`config.mk`:
```
export PLATFORM = sky130hd
export DESIGN_NAME = pc_redirect
export DESIGN_NICKNAME = d
export VERILOG_FILES = /design/src/rtl/pc_pkg.sv /design/src/rtl/branch_target.sv /design/src/rtl/pc_redirect.sv
export SDC_FILE = /design/constraint.sdc
export NUM_CORES = 1
export LEC_CHECK = 0
export BUFFER_PORTS_ARGS = -buffer_cell sky130_fd_sc_hd__buf_4
export CORE_MARGIN = 3
export CORE_UTILIZATION = 45
export DETAILED_ROUTE_END_ITERATION = 10
export PLACE_DENSITY = 0.71
export SYNTH_ARGS = -nofsm -noshare
export SYNTH_HDL_FRONTEND = slang
export SYNTH_SLANG_ARGS = --single-unit
export TNS_END_PERCENT = 5
```
`constraint.sdc`:
```
create_clock -name clk_i -period 2.5 [get_ports clk_i]
set_input_delay 0.125 -clock clk_i [delete_from_list [all_inputs] [get_ports clk_i]]
set_output_delay 0.125 -clock clk_i [all_outputs]
set_load 0.05 [all_outputs]
```
`src/rtl/pc_pkg.sv`:
```
// pc_pkg: shared FSM state type and constants for the fetch PC redirect unit
package pc_pkg;
  typedef enum logic [1:0] {PC_BOOT, PC_RUN, PC_FLUSH} pc_state_t;
  localparam logic [31:0] INSTR_BYTES      = 32'd4;
  localparam logic [31:0] DEFAULT_RESET_PC = 32'h0000_0000;
endpackage

```
`src/rtl/branch_target.sv`:
```
// branch_target: control-flow target adder (branch/JAL vs JALR) and misalignment check
module branch_target
  import pc_pkg::*;
(
  input  logic        ex_jalr_i,
  input  logic [31:0] ex_pc_i,
  input  logic [31:0] ex_imm_i,
  input  logic [31:0] rs1_data_i,
  output logic [31:0] target_o,
  output logic        misalign_o
);
  logic [31:0] sum;
  // JALR adds to rs1 and drops bit 0; branch/JAL are PC-relative
  always_comb begin
    sum        = (ex_jalr_i ? rs1_data_i : ex_pc_i) + ex_imm_i;
    target_o   = ex_jalr_i ? (sum & ~32'h1) : sum;
    misalign_o = target_o[1:0] != 2'b00;
  end
endmodule

```
`src/rtl/pc_redirect.sv`:
```
// pc_redirect: fetch PC register, redirect FSM and IF/ID flush; PC_REDIRECT_PERF_EN adds branch counters
module pc_redirect
  import pc_pkg::*;
#(
  parameter logic [31:0] RESET_PC    = DEFAULT_RESET_PC,
  parameter int unsigned FLUSH_DEPTH = 2
) (
  input  logic        clk_i,
  input  logic        rst_ni,
  input  logic        stall_i,
  input  logic        ex_valid_i,
  input  logic        ex_branch_i,
  input  logic        ex_jal_i,
  input  logic        ex_jalr_i,
  input  logic        branch_taken_i,
  input  logic [31:0] ex_pc_i,
  input  logic [31:0] ex_imm_i,
  input  logic [31:0] rs1_data_i,
  output logic [31:0] pc_o,
  output logic        fetch_valid_o,
  output logic        flush_o,
`ifdef PC_REDIRECT_PERF_EN
  output logic [31:0] branch_cnt_o,
  output logic [31:0] taken_cnt_o,
`endif
  output logic        misalign_o
);
  pc_state_t   state_q, state_d;
  logic [31:0] pc_q, pc_d, target;
  logic [2:0]  cnt_q, cnt_d;
  logic        mis_q, mis_d, flush_q, fv_q, tgt_mis, redirect;

  branch_target u_target (
    .ex_jalr_i  (ex_jalr_i),
    .ex_pc_i    (ex_pc_i),
    .ex_imm_i   (ex_imm_i),
    .rs1_data_i (rs1_data_i),
    .target_o   (target),
    .misalign_o (tgt_mis)
  );

  assign redirect = ex_valid_i && ((ex_branch_i && branch_taken_i) || ex_jal_i || ex_jalr_i);

  // Next-state: redirect beats stall in RUN; FLUSH ignores EX since those slots are wrong-path
  always_comb begin
    state_d = state_q;
    pc_d    = pc_q;
    cnt_d   = cnt_q;
    mis_d   = 1'b0;
    case (state_q)
      PC_BOOT: state_d = PC_RUN;
      PC_RUN:
        if (redirect && !tgt_mis) begin
          pc_d    = target;
          cnt_d   = 3'(FLUSH_DEPTH - 1);
          state_d = PC_FLUSH;
        end else begin
          mis_d = redirect;
          pc_d  = stall_i ? pc_q : pc_q + INSTR_BYTES;
        end
      PC_FLUSH:
        if (!stall_i) begin
          pc_d    = pc_q + INSTR_BYTES;
          cnt_d   = (cnt_q == 3'd0) ? cnt_q : cnt_q - 3'd1;
          state_d = (cnt_q == 3'd0) ? PC_RUN : PC_FLUSH;
        end
      default: state_d = PC_BOOT;
    endcase
  end

  // State, PC and registered outputs; async reset returns to BOOT
  always_ff @(posedge clk_i or negedge rst_ni) begin
    if (!rst_ni) begin
      state_q <= PC_BOOT;
      pc_q    <= RESET_PC;
      cnt_q   <= 3'd0;
      mis_q   <= 1'b0;
      flush_q <= 1'b0;
      fv_q    <= 1'b0;
    end else begin
      state_q <= state_d;
      pc_q    <= pc_d;
      cnt_q   <= cnt_d;
      mis_q   <= mis_d;
      flush_q <= state_d == PC_FLUSH;
      fv_q    <= state_d != PC_BOOT;
    end
  end

  assign pc_o          = pc_q;
  assign fetch_valid_o = fv_q;
  assign flush_o       = flush_q;
  assign misalign_o    = mis_q;

`ifdef PC_REDIRECT_PERF_EN
  logic [31:0] br_cnt_q, tk_cnt_q;
  logic        count_br;
  assign count_br = state_q == PC_RUN && ex_valid_i && ex_branch_i;
  // Conditional-branch resolved/taken counters, wrapping at 2^32
  always_ff @(posedge clk_i or negedge rst_ni) begin
    if (!rst_ni) begin
      br_cnt_q <= 32'd0;
      tk_cnt_q <= 32'd0;
    end else if (count_br) begin
      br_cnt_q <= br_cnt_q + 32'd1;
      tk_cnt_q <= tk_cnt_q + {31'd0, branch_taken_i};
    end
  end
  assign branch_cnt_o = br_cnt_q;
  assign taken_cnt_o  = tk_cnt_q;
`endif
endmodule

```
* After elaboration in Yosys (flattened, before gate mapping) *
Cells that the tools add are included.
Widths: inputs -> output; s select.

storage, ports and cells
  register bits = 40
  input port bits = 104

operators by class
  add/sub/neg operators = 3
  eq/ne operators = 6
  muxes and demuxes = 15
  reductions and logical operators = 12

operator list
  cell                   count
  $mux 32                3
  $pmux 32 s2            1
  $add 32x3->32 const B  1
  $add 32x32->32         1
  $mux 3                 3
  $mux 2                 3
  $ne 2x2->1 const B     3
  $pmux 2 s3             1
  $pmux 3 s2             1
  $reduce_bool 2->1      3
  $eq 2x2->1 const B     2
  $reduce_and 4->1       1
  $logic_and 1x1->1      3
  $logic_not 3->1        1
  $mux 1                 3
  $sub 3x1->3 const B    1
  $eq 2x1->1 const B     1
  $logic_not 2->1        1
  $logic_or 1x1->1       2
  $logic_not 1->1        1

* Longest topological paths before layout *
Gate-level depths: netlist of the first run.

  depth after elaboration = 9
  mapped depth = 14
  depth with buffers taken out = 12

* By module *
From an unflattened synthesis of the first run, not the netlist that was laid out.

unflattened totals
  cell total of the unflattened synthesis = 594
  area total of the unflattened synthesis = 4,911.0 um^2

by module, submodules not included
  module         instances  cells an instance  area an instance (um^2)  sequential area each (um^2)
  pc_redirect    1          332                2,860.2                  1,001.0
  branch_target  1          262                2,050.7                  0.0

* Least setup slack after synthesis of the first run *
OpenSTA, ideal clock, no wires.

  kind = input to register
  start point = in ex_jalr_i
  end point = reg pc_q[30], in the netlist pc_o[30]
  setup time = 0.083 ns
  arrival time = 3.201 ns
  path slack = -0.784 ns
  stages = 14
  cell sequence = buf_2 buf_1 mux2_2 ha_1 fa_1 a21o_1 a21oi_1 o211ai_1 a21boi_1 o21ai_0 a31oi_1 nor3_1 a41o_1 o21ai_0

between the ends
  word-level cells in the longest chain between the ends = 8
  elaborated cells on any way between the ends = 10

RTL lines
  element               RTL line             text
  start, declared       pc_redirect.sv:14    input logic ex_jalr_i,
  $mux 32               branch_target.sv:15  sum = (ex_jalr_i ? rs1_data_i : ex_pc_i) + ex_imm_i;
  $add 32x32->32        branch_target.sv:15
  $mux 1                branch_target.sv:16  target_o = ex_jalr_i ? (sum & ~32'h1) : sum;
  $reduce_bool 2->1     branch_target.sv:17  misalign_o = target_o[1:0] != 2'b00;
  $logic_not 1->1       pc_redirect.sv:53    if (redirect && !tgt_mis) begin
  $logic_and 1x1->1     pc_redirect.sv:53
  $mux 32 (*)           pc_redirect.sv:53
  $pmux 32 s2 (*)       pc_redirect.sv:50    case (state_q)
  end signal, assigned  pc_redirect.sv:82    pc_q <= pc_d;
  end, declared         pc_redirect.sv:29    logic [31:0] pc_q, pc_d, target;

Mark *: on every way between the ends. The rest lies on a longest branch, timed or not.
A chain may end at the register's enable or synchronous reset.

* Worst setup path after layout of the first run *
  start point = in ex_jalr_i
  end point = reg pc_q[25], in the netlist pc_o[25]

Same word-level chain as after synthesis.

==> tab_implementation.tex, run 1 <==
\begin{tabular}{lr}
\hline
Metric & Value \\
\hline
\multicolumn{2}{l}{\textbf{Run status}} \\
\quad Outcome & complete, but fails checks \\
\quad Violations in the final reports & setup timing \\
\multicolumn{2}{l}{\textbf{Synthesis}} \\
\quad Synthesized instance count & 578 \\
\quad Count of unique library cells instantiated by Yosys & 68 \\
\quad Async SR Flop Fraction & 100\% \\
\quad Average instance area after synthesis & 7.94 sq um \\
\quad Sequential fraction of the synthesis area & 21.8\% \\
\quad Count of flip-flops with a built-in enable after synthesis & 0 \\
\quad Synth Register Bits & 40 \\
\quad Synth Net Count & 722 \\
\quad Primary flip-flop cell chosen by synthesis mapping & sky130\_fd\_sc\_hd\_\_dfrtp\_1 \\
\quad Cell area after synthesis & 4590 sq um \\
\quad Ys Warns & 0 \\
\multicolumn{2}{l}{\textbf{Die}} \\
\quad Core Footprint & 9860 sq um \\
\quad Die boundary height & 107 um \\
\quad Initial core utilization & 46.5\% \\
\quad Width of the chip & 107 um \\
\quad Row Count & 36 \\
\quad IO Pins & 139 \\
\quad Area enclosed by the die boundary & 11400 sq um \\
\multicolumn{2}{l}{\textbf{Layout}} \\
\quad Final net count & 976 \\
\quad Layout Cells excl Fill & 966 \\
\quad Highest-count cells in the layout ignoring fill and taps & sky130\_fd\_sc\_hd\_\_buf\_4, sky130\_fd\_sc\_hd\_\_nand2\_1, sky130\_fd\_sc\_hd\_\_a21oi\_1 \\
\quad Layout overhead on the synthesized area & 58.8\% \\
\quad Leading cell type in the layout, fill and taps excluded & sky130\_fd\_sc\_hd\_\_buf\_4 \\
\quad Cell area after layout & 7290 sq um \\
\quad Fraction of final layout cells with drive strength greater than 1 & 46.6\% \\
\quad Diodes inserted & 0 \\
\multicolumn{2}{l}{\textbf{Placement}} \\
\quad Inst Count DP & 945 \\
\quad Buffers added on ports & 138 \\
\quad Post-detail-place hpwl & 12000 um \\
\quad Placement Cell Area & 6690 sq um \\
\quad Routability congestion estimate from global placement & 0.882 \\
\multicolumn{2}{l}{\textbf{Drt}} \\
\quad Count of routing violations after the opening detailed-route iteration & 357 \\
\quad Vias post-DR & 5511 \\
\quad Antenna viol nets, final & 0 \\
\quad Remaining DRCs & 0 \\
\quad Post-DR vias/cell & 5.70 \\
\quad Count of TritonRoute iterations in the first routing pass & 5 \\
\quad Wirelength per Cell & 16.3 um \\
\quad DRT Wirelength & 15800 um \\
\multicolumn{2}{l}{\textbf{Global route}} \\
\quad Total global routing track utilization & 27.1\% \\
\quad Global route total overflow & 0 \\
\quad Number of global-route vias before repair & 5372 \\
\quad Wire length of the first global-routing pass & 25400 um \\
\quad Initial antenna violation count & 0 \\
\quad Largest net degree at the start of global routing & 41 \\
\multicolumn{2}{l}{\textbf{Critical path}} \\
\quad Crit. End Element & flip-flop \\
\quad Data arrival at the endpoint of the critical path & 2.74 ns \\
\quad Top fanout value on the critical path & 7 \\
\quad Endpoint required time on the critical path & 2.68 ns \\
\quad Setup slack, reg-to-reg & 0.27 ns \\
\quad Type of origin of the critical path & primary input \\
\quad Path type of the worst setup path & in -> reg \\
\multicolumn{2}{l}{\textbf{Clocking}} \\
\quad Clock root buffer & sky130\_fd\_sc\_hd\_\_clkbuf\_8 \\
\quad Clock Sink Count & 40 \\
\quad CTS H-tree lvls & 2 \\
\quad Number of buffers between clock root and the deepest sink & 2 \\
\quad CTS tree & done \\
\quad Number of buffers created by CTS & 5 \\
\quad Post-CTS clock slew at the launch and capture registers of the worst setup and hold paths & 0.08 ns \\
\quad Later-pin clock latency in the skew report & 0.30 ns \\
\multicolumn{2}{l}{\textbf{Timing}} \\
\quad Count of pins over their slew limit & 0 \\
\quad Setup slack of the critical path after layout & -0.0551 ns \\
\quad Final-report setup violation count & 8 \\
\quad Transition time of the tightest slew-check pin & 0.545 ns \\
\quad Worst-case headroom to the max-slew limit & 63.7\% \\
\quad Maximum frequency from static timing analysis & 391 MHz \\
\quad Setup repair after global routing missed its margin & yes \\
\quad Clock period minus final worst setup slack & 2.56 ns \\
\quad Hold\_ws & 0.144 ns \\
\quad Worst clock skew on the final layout & 0.00662 ns \\
\quad Number of hold-slack violations in the final timing report & 0 \\
\quad Share of the cycle needed by the critical path after routing & 102\% \\
\multicolumn{2}{l}{\textbf{Job}} \\
\quad Number of maximum-capacitance constraint violations & 0 \\
\multicolumn{2}{l}{\textbf{Power}} \\
\quad Static power due to leakage & 3.46 nW \\
\quad Maximum VDD drop & 0.689 mV \\
\quad Power density normalized to cell area & 814 nW/um\^{}2 \\
\multicolumn{2}{l}{\textbf{Min path}} \\
\quad Path type of the worst min-delay path & in -> reg \\
\hline
\end{tabular}
[where the power goes]
part | leakage, nW | total (mW) | switching (mW) | internal, mW
combinational | 2.93 | 4.07 | 2.46 | 1.60
clock | 0.0645 | 0.593 | 0.240 | 0.353
sequential | 0.470 | 1.28 | 0.347 | 0.930
[sequential cells by signal, indices dropped and copies added (netlist names)]
register       cells
flush_o            1
misalign_o         1
pc_o              32
cnt_q              3
state_q            2
fetch_valid_o      1
[timing repair]
item | in CTS | in global routing
gates resized for setup | 46 | 31
hold endpoints to repair | 40 | 0
pin swaps | 16 | 11
buffers inserted | 6 | 6
setup endpoints to repair | 14 | 18
cloned | 0 | 0
hold buffers | 1 | 0
[cell usage after synthesis (3+ instances only)]
master | instances | area (sq um)
sky130_fd_sc_hd__a21oi_1 | 74 | 370
sky130_fd_sc_hd__nand2_1 | 64 | 240
sky130_fd_sc_hd__o21ai_0 | 41 | 205
sky130_fd_sc_hd__dfrtp_1 | 40 | 1000
sky130_fd_sc_hd__ha_1 | 39 | 488
sky130_fd_sc_hd__mux2_2 | 32 | 360
sky130_fd_sc_hd__nor2_1 | 32 | 120
sky130_fd_sc_hd__nand3_1 | 23 | 115
sky130_fd_sc_hd__a21o_1 | 22 | 165
sky130_fd_sc_hd__clkbuf_1 | 17 | 63.8
sky130_fd_sc_hd__inv_1 | 16 | 60.1
sky130_fd_sc_hd__xnor2_1 | 14 | 123
sky130_fd_sc_hd__nand4_1 | 11 | 68.8
sky130_fd_sc_hd__nor3_1 | 11 | 55.1
sky130_fd_sc_hd__xor2_1 | 9 | 78.8
sky130_fd_sc_hd__and2_1 | 7 | 43.8
sky130_fd_sc_hd__nand2b_1 | 6 | 37.5
sky130_fd_sc_hd__o21a_1 | 6 | 45.0
sky130_fd_sc_hd__o22ai_1 | 6 | 37.5
sky130_fd_sc_hd__a211oi_1 | 5 | 37.5
sky130_fd_sc_hd__a22o_1 | 5 | 43.8
sky130_fd_sc_hd__a31oi_1 | 5 | 31.3
sky130_fd_sc_hd__and3_1 | 5 | 31.3
sky130_fd_sc_hd__buf_1 | 5 | 18.8
sky130_fd_sc_hd__nor2b_1 | 4 | 25.0
sky130_fd_sc_hd__nor3b_1 | 4 | 30.0
sky130_fd_sc_hd__o211ai_1 | 4 | 30.0
sky130_fd_sc_hd__a211o_1 | 3 | 26.3
sky130_fd_sc_hd__a221oi_1 | 3 | 26.3
sky130_fd_sc_hd__a22oi_1 | 3 | 22.5
sky130_fd_sc_hd__buf_6 | 3 | 33.8
sky130_fd_sc_hd__mux2i_1 | 3 | 30.0
sky130_fd_sc_hd__nand4b_1 | 3 | 26.3
sky130_fd_sc_hd__nor4_1 | 3 | 18.8
sky130_fd_sc_hd__o21bai_1 | 3 | 22.5
[worst paths after layout]
| kind | from | to | cells after the start |
|---|---|---|---|
| max in group asynchronous | rst_ni | pc_o[27]$_DFFE_PN0P_ | 2 |
| setup / recovery | ex_jalr_i | pc_o[25]$_DFFE_PN0P_ | 13 |
| min in group asynchronous | rst_ni | pc_o[4]$_DFFE_PN0P_ | 2 |
| hold reg to reg | cnt_q[2]$_DFFE_PN0P_ | cnt_q[2]$_DFFE_PN0P_ | 1 |
| setup reg to reg | pc_o[2]$_DFFE_PN0P_ | pc_o[29]$_DFFE_PN0P_ | 7 |
| hold / removal | ex_valid_i | misalign_o$_DFF_PN0_ | 3 |
[cell type report]
type	count	area (sq um)
clock buffer	7	96.3
clock inverter	1	30.0
inverter	16	60.1
multi-input combinational	491	3810
tap	133	166
timing repair buffer	278	2130
fill	764	2570
sequential	40	1000
[cell families (layout without fill, tap and decap cells)]
kind of cell    count (synthesis)  count (layout)  share of synthesized area (%)
xor+xnor                       23              23                           4.39
flops                          40              40                           21.8
buf+inv                        47             302                           4.88
mux                            35              35                           8.50
fa+ha+maj                      40              40                           11.1
simple gates                  188             188                           20.4
compound gates                205             205                           29.0
[critical path, stage by stage]
cell and delay (ns):
sky130_fd_sc_hd__buf_12 0.11, sky130_fd_sc_hd__buf_12 0.14, sky130_fd_sc_hd__buf_8 0.13, sky130_fd_sc_hd__mux2_4 0.32
sky130_fd_sc_hd__ha_4 0.29, sky130_fd_sc_hd__nand3_4 0.10, sky130_fd_sc_hd__a2111oi_4 0.43, sky130_fd_sc_hd__nor3_4 0.10
sky130_fd_sc_hd__or2_2 0.35, sky130_fd_sc_hd__a21oi_2 0.15, sky130_fd_sc_hd__nor2b_1 0.08, sky130_fd_sc_hd__nor3b_1 0.15
sky130_fd_sc_hd__o221a_2 0.24
[per-layer routing]
metal	track usage [%]	vias to the layer above	wire [um]
li1	-	2661	-
met1	35.9	2635	6800
met4	6.21	0	191
met5	0	-	0
met3	3.07	22	836
met2	47.1	193	7930
[through the flow]
step	total power [mW]	utilization [%]	TNS [ns]	worst slack, ns
2_1_floorplan	3.73	-	-5.18	-0.276
3_3_place_gp	5.01	67.8	-6.77	-0.465
3_5_place_dp	5.11	67.8	-8.21	-0.512
4_1_cts	5.81	72.1	-0.0598	-0.0356
5_1_grt	6.30	73.9	-1.20	-0.155
6_report	5.94	73.9	-0.167	-0.0551
Power figures use the tool's default switching activity.
==> inputs of run 2 (changes only) <==
- CORE_MARGIN: 3 -> 4
==> run 2 against run 1 <==
Effect of this change: the run still ends with setup timing left; register-to-register slack worse by 0.07 ns; die area grew 3.8%; via count shrank 2.7%; routed wire length fell by 4.8%; critical path type unchanged; largest cell class unchanged.
==> tab_implementation.tex, run 2 (synthesis results as in run 1) <==
\begin{tabular}{lr}
\hline
Metric & Value \\
\hline
\multicolumn{2}{l}{\textbf{Clocking}} \\
\quad Clock root buffer & sky130\_fd\_sc\_hd\_\_clkbuf\_8 (unchanged) \\
\quad Number of buffers between clock root and the deepest sink & 2 (unchanged) \\
\quad Number of buffers created by CTS & 5 (unchanged) \\
\quad Later-pin clock latency in the skew report & 0.29 ns (was 0.30 ns) \\
\quad CTS tree & done (unchanged) \\
\quad Clock Sink Count & 40 (unchanged) \\
\quad Post-CTS clock slew at the launch and capture registers of the worst setup and hold paths & 0.08 ns (about the same) \\
\quad CTS H-tree lvls & 2 (unchanged) \\
\multicolumn{2}{l}{\textbf{Critical path}} \\
\quad Max incr delay on CP & 0.36 ns (was 0.43 ns) \\
\quad Cells traversed along the worst timing path & buf\_12 > buf\_12 > mux2\_2 > ha\_4 > buf\_4 > a21oi\_1 > nor4\_4 > nor3\_4 > a31oi\_4 > a31oi\_4 > o21ai\_2 > nand3\_1 > or3b\_1 (was buf\_12 > buf\_12 > buf\_8 > mux2\_4 > ha\_4 > nand3\_4 > a2111oi\_4 > nor3\_4 > or2\_2 > a21oi\_2 > nor2b\_1 > nor3b\_1 > o221a\_2) \\
\quad Critical path buffers and inverters & 3 (unchanged) \\
\quad Gate family responsible for the most delay along the worst path & compound AO/OA/AOI/OAI gates (unchanged) \\
\quad Crit. End Element & flip-flop (unchanged) \\
\quad Data arrival at the endpoint of the critical path & 2.68 ns (was 2.74 ns) \\
\quad Slowest stage cell, crit path & sky130\_fd\_sc\_hd\_\_mux2\_2 (was sky130\_fd\_sc\_hd\_\_a2111oi\_4) \\
\quad Type of origin of the critical path & primary input (unchanged) \\
\quad Top fanout value on the critical path & 9 (was 7) \\
\quad Endpoint required time on the critical path & 2.67 ns (was 2.68 ns) \\
\quad Path type of the worst setup path & in -> reg (unchanged) \\
\multicolumn{2}{l}{\textbf{Layout}} \\
\quad Diodes inserted & 0 (unchanged) \\
\quad Cell area after layout & 7020 sq um (was 7290 sq um) \\
\quad Fraction of final layout cells with drive strength greater than 1 & 43.6\% (was 46.6\%) \\
\quad Highest-count cells in the layout ignoring fill and taps & sky130\_fd\_sc\_hd\_\_buf\_4, sky130\_fd\_sc\_hd\_\_a21oi\_1, sky130\_fd\_sc\_hd\_\_nand2\_1 (was sky130\_fd\_sc\_hd\_\_buf\_4, sky130\_fd\_sc\_hd\_\_nand2\_1, sky130\_fd\_sc\_hd\_\_a21oi\_1) \\
\quad Layout Cells excl Fill & 947 (was 966) \\
\quad Final net count & 958 (was 976) \\
\quad Max FFs per register & 32 (unchanged) \\
\quad Layout overhead on the synthesized area & 52.9\% (was 58.8\%) \\
\quad Fill cell total of the finished layout & 778 (was 764) \\
\quad Leading cell type in the layout, fill and taps excluded & sky130\_fd\_sc\_hd\_\_buf\_4 (unchanged) \\
\multicolumn{2}{l}{\textbf{Drt}} \\
\quad Remaining DRCs & 0 (unchanged) \\
\quad Count of TritonRoute iterations in the first routing pass & 4 (was 5) \\
\quad Post-DR vias/cell & 5.66 (was 5.70) \\
\quad DRT Wirelength & 15000 um (was 15800 um) \\
\quad Antenna viol nets, final & 0 (unchanged) \\
\quad Vias post-DR & 5362 (was 5511) \\
\quad Wirelength per Cell & 15.8 um (was 16.3 um) \\
\quad Count of routing violations after the opening detailed-route iteration & 315 (was 357) \\
\multicolumn{2}{l}{\textbf{Placement}} \\
\quad Inst Count DP & 929 (was 945) \\
\quad Routability congestion estimate from global placement & 0.900 (was 0.882) \\
\quad Buffers added on ports & 138 (unchanged) \\
\quad Placement Cell Area & 6580 sq um (was 6690 sq um) \\
\quad Post-detail-place hpwl & 12000 um (about the same) \\
\multicolumn{2}{l}{\textbf{Power}} \\
\quad Power density normalized to cell area & 802 nW/um\^{}2 (was 814 nW/um\^{}2) \\
\quad Static power due to leakage & 3.31 nW (was 3.46 nW) \\
\quad Maximum VDD drop & 0.633 mV (was 0.689 mV) \\
\quad Sequential fraction of design power & 23.0\% (was 21.5\%) \\
\quad Clock share of power & 7.4\% (was 10.0\%) \\
\quad Switching share of total power & 52.9\% (was 51.4\%) \\
\quad Int Power & 2.65 mW (was 2.89 mW) \\
\quad Net switching component of the power & 2.98 mW (was 3.05 mW) \\
\quad Combinational Power Share & 69.7\% (was 68.5\%) \\
\multicolumn{2}{l}{\textbf{Die}} \\
\quad Row Count & 36 (unchanged) \\
\quad Die boundary height & 109 um (was 107 um) \\
\quad IO Pins & 139 (unchanged) \\
\quad Core Footprint & 9860 sq um (unchanged) \\
\quad Area enclosed by the die boundary & 11900 sq um (was 11400 sq um) \\
\quad Initial core utilization & 46.5\% (unchanged) \\
\quad Width of the chip & 109 um (was 107 um) \\
\multicolumn{2}{l}{\textbf{Timing}} \\
\quad Final-report setup violation count & 1 (was 8) \\
\quad Number of hold-slack violations in the final timing report & 0 (unchanged) \\
\quad Maximum frequency from static timing analysis & 398 MHz (was 391 MHz) \\
\quad Worst-case headroom to the max-slew limit & 65.7\% (was 63.7\%) \\
\quad Count of pins over their slew limit & 0 (unchanged) \\
\quad Setup slack of the critical path after layout & -0.0118 ns (was -0.0551 ns) \\
\quad Setup repair after global routing missed its margin & yes (unchanged) \\
\quad Share of the cycle needed by the critical path after routing & 100\% (was 102\%) \\
\quad Transition time of the tightest slew-check pin & 0.515 ns (was 0.545 ns) \\
\quad Worst clock skew on the final layout & 0.00356 ns (was 0.00662 ns) \\
\quad Clock period minus final worst setup slack & 2.51 ns (was 2.56 ns) \\
\multicolumn{2}{l}{\textbf{Global route}} \\
\quad Initial antenna violation count & 0 (unchanged) \\
\quad Number of global-route vias before repair & 5150 (was 5372) \\
\quad Global route total overflow & 0 (unchanged) \\
\quad Total global routing track utilization & 24.5\% (was 27.1\%) \\
\quad Wire length of the first global-routing pass & 23700 um (was 25400 um) \\
\quad Largest net degree at the start of global routing & 41 (unchanged) \\
\multicolumn{2}{l}{\textbf{Run status}} \\
\quad Outcome & complete, but fails checks (unchanged) \\
\quad Violations in the final reports & setup timing (unchanged) \\
\multicolumn{2}{l}{\textbf{Job}} \\
\quad Number of maximum-capacitance constraint violations & 0 (unchanged) \\
\multicolumn{2}{l}{\textbf{Min path}} \\
\quad Path type of the worst min-delay path & in -> reg (unchanged) \\
\hline
\end{tabular}
[run 2: cell count changes in the layout (fill, tap and decap cells not counted), moves of 3 or more]
cell	previous run	this run
sky130_fd_sc_hd__a21oi_1	59	64
sky130_fd_sc_hd__a21oi_2	14	10
sky130_fd_sc_hd__buf_4	273	254
sky130_fd_sc_hd__mux2_2	24	29
sky130_fd_sc_hd__mux2_4	8	3
sky130_fd_sc_hd__o21ai_1	4	7
sky130_fd_sc_hd__o21ai_2	7	4
[run 2: worst register-to-register path: stages, from the launching register on]
cell                       delay (ns)
sky130_fd_sc_hd__dfrtp_1         0.43
sky130_fd_sc_hd__ha_1            0.22
sky130_fd_sc_hd__nand4b_1        0.28
sky130_fd_sc_hd__nor3_2          0.19
sky130_fd_sc_hd__buf_4           0.16
sky130_fd_sc_hd__and4b_1         0.25
sky130_fd_sc_hd__nand3_1         0.11
sky130_fd_sc_hd__nor3_1          0.15
sky130_fd_sc_hd__o21ai_0         0.10
sky130_fd_sc_hd__a41o_1          0.22
sky130_fd_sc_hd__o21ai_1         0.14
[run 2: cell type report]
type | count | area (sq um) | area share, %
Clock buffer | 6 | 72.6 | 1.03
Clock inverter | 1 | 5.00 | 0.0713
Inverter | 16 | 60.1 | 0.855
Multi-Input combinational cell | 491 | 3720 | 52.9
Sequential cell | 40 | 1000 | 14.3
Tap cell | 133 | 166 | 2.37
Timing Repair Buffer | 260 | 2000 | 28.5
[run 2: power groups by stage]
| stage | clock, mW | combinational (mW) | sequential (mW) |
|---|---|---|---|
| floorplan | 0 | 1.66 | 2.07 |
| global placement | 0 | 3.66 | 1.28 |
| detailed placement | 0 | 3.75 | 1.29 |
| CTS | 0.420 | 3.80 | 1.28 |
| global route | 0.459 | 4.21 | 1.33 |
| finish | 0.414 | 3.92 | 1.29 |
[run 2: timing repair]
item | 4_1_cts | 5_1_grt
gates cloned | 0 | 0
endpoints found under the hold margin | 40 | 0
pin swaps | 9 | 21
buffers inserted | 3 | 7
hold buffers | 1 | 0
gates resized for setup | 17 | 37
setup endpoints to repair | 15 | 16
[run 2: worst paths after layout]
| check | startpoint | endpoint | slack (ns) | cells past startpoint |
|---|---|---|---|---|
| min in group asynchronous | rst_ni | pc_o[3]$_DFFE_PN0P_ | 0.34 | 2 |
| hold reg to reg | cnt_q[2]$_DFFE_PN0P_ | cnt_q[2]$_DFFE_PN0P_ | 0.46 | 1 |
| hold / removal | ex_valid_i | misalign_o$_DFF_PN0_ | 0.15 | 3 |
| setup / recovery | ex_jalr_i | pc_o[29]$_DFFE_PN0P_ | -0.01 | 13 |
| setup reg to reg | pc_o[2]$_DFFE_PN0P_ | pc_o[30]$_DFFE_PN0P_ | 0.20 | 10 |
| max in group asynchronous | rst_ni | pc_o[31]$_DFFE_PN0P_ | 1.80 | 2 |
[run 2: layer usage]
metal | routed length, um | GRT usage [%] | vias to the layer above
li1 | - | - | 2621
met2 | 7490 | 42.6 | 167
met4 | 223 | 5.59 | 0
met1 | 6580 | 32.0 | 2553
met3 | 714 | 3.49 | 21
met5 | 0 | 0 | -
[run 2: stage by stage]
step | setup TNS, ns | power [mW] | setup slack [ns] | util (%) | hold WS [ns]
2_1_floorplan | -5.18 | 3.73 | -0.276 | - | -0.171
3_3_place_gp | -5.59 | 4.94 | -0.427 | 66.7 | 0.138
3_5_place_dp | -7.80 | 5.04 | -0.598 | 66.7 | 0.141
5_1_grt | -0.834 | 6.00 | -0.158 | 71.2 | 0.154
6_report | -0.0118 | 5.63 | -0.0118 | 71.2 | 0.151
4_1_cts | -0.0623 | 5.51 | -0.0623 | 68.8 | 0.148
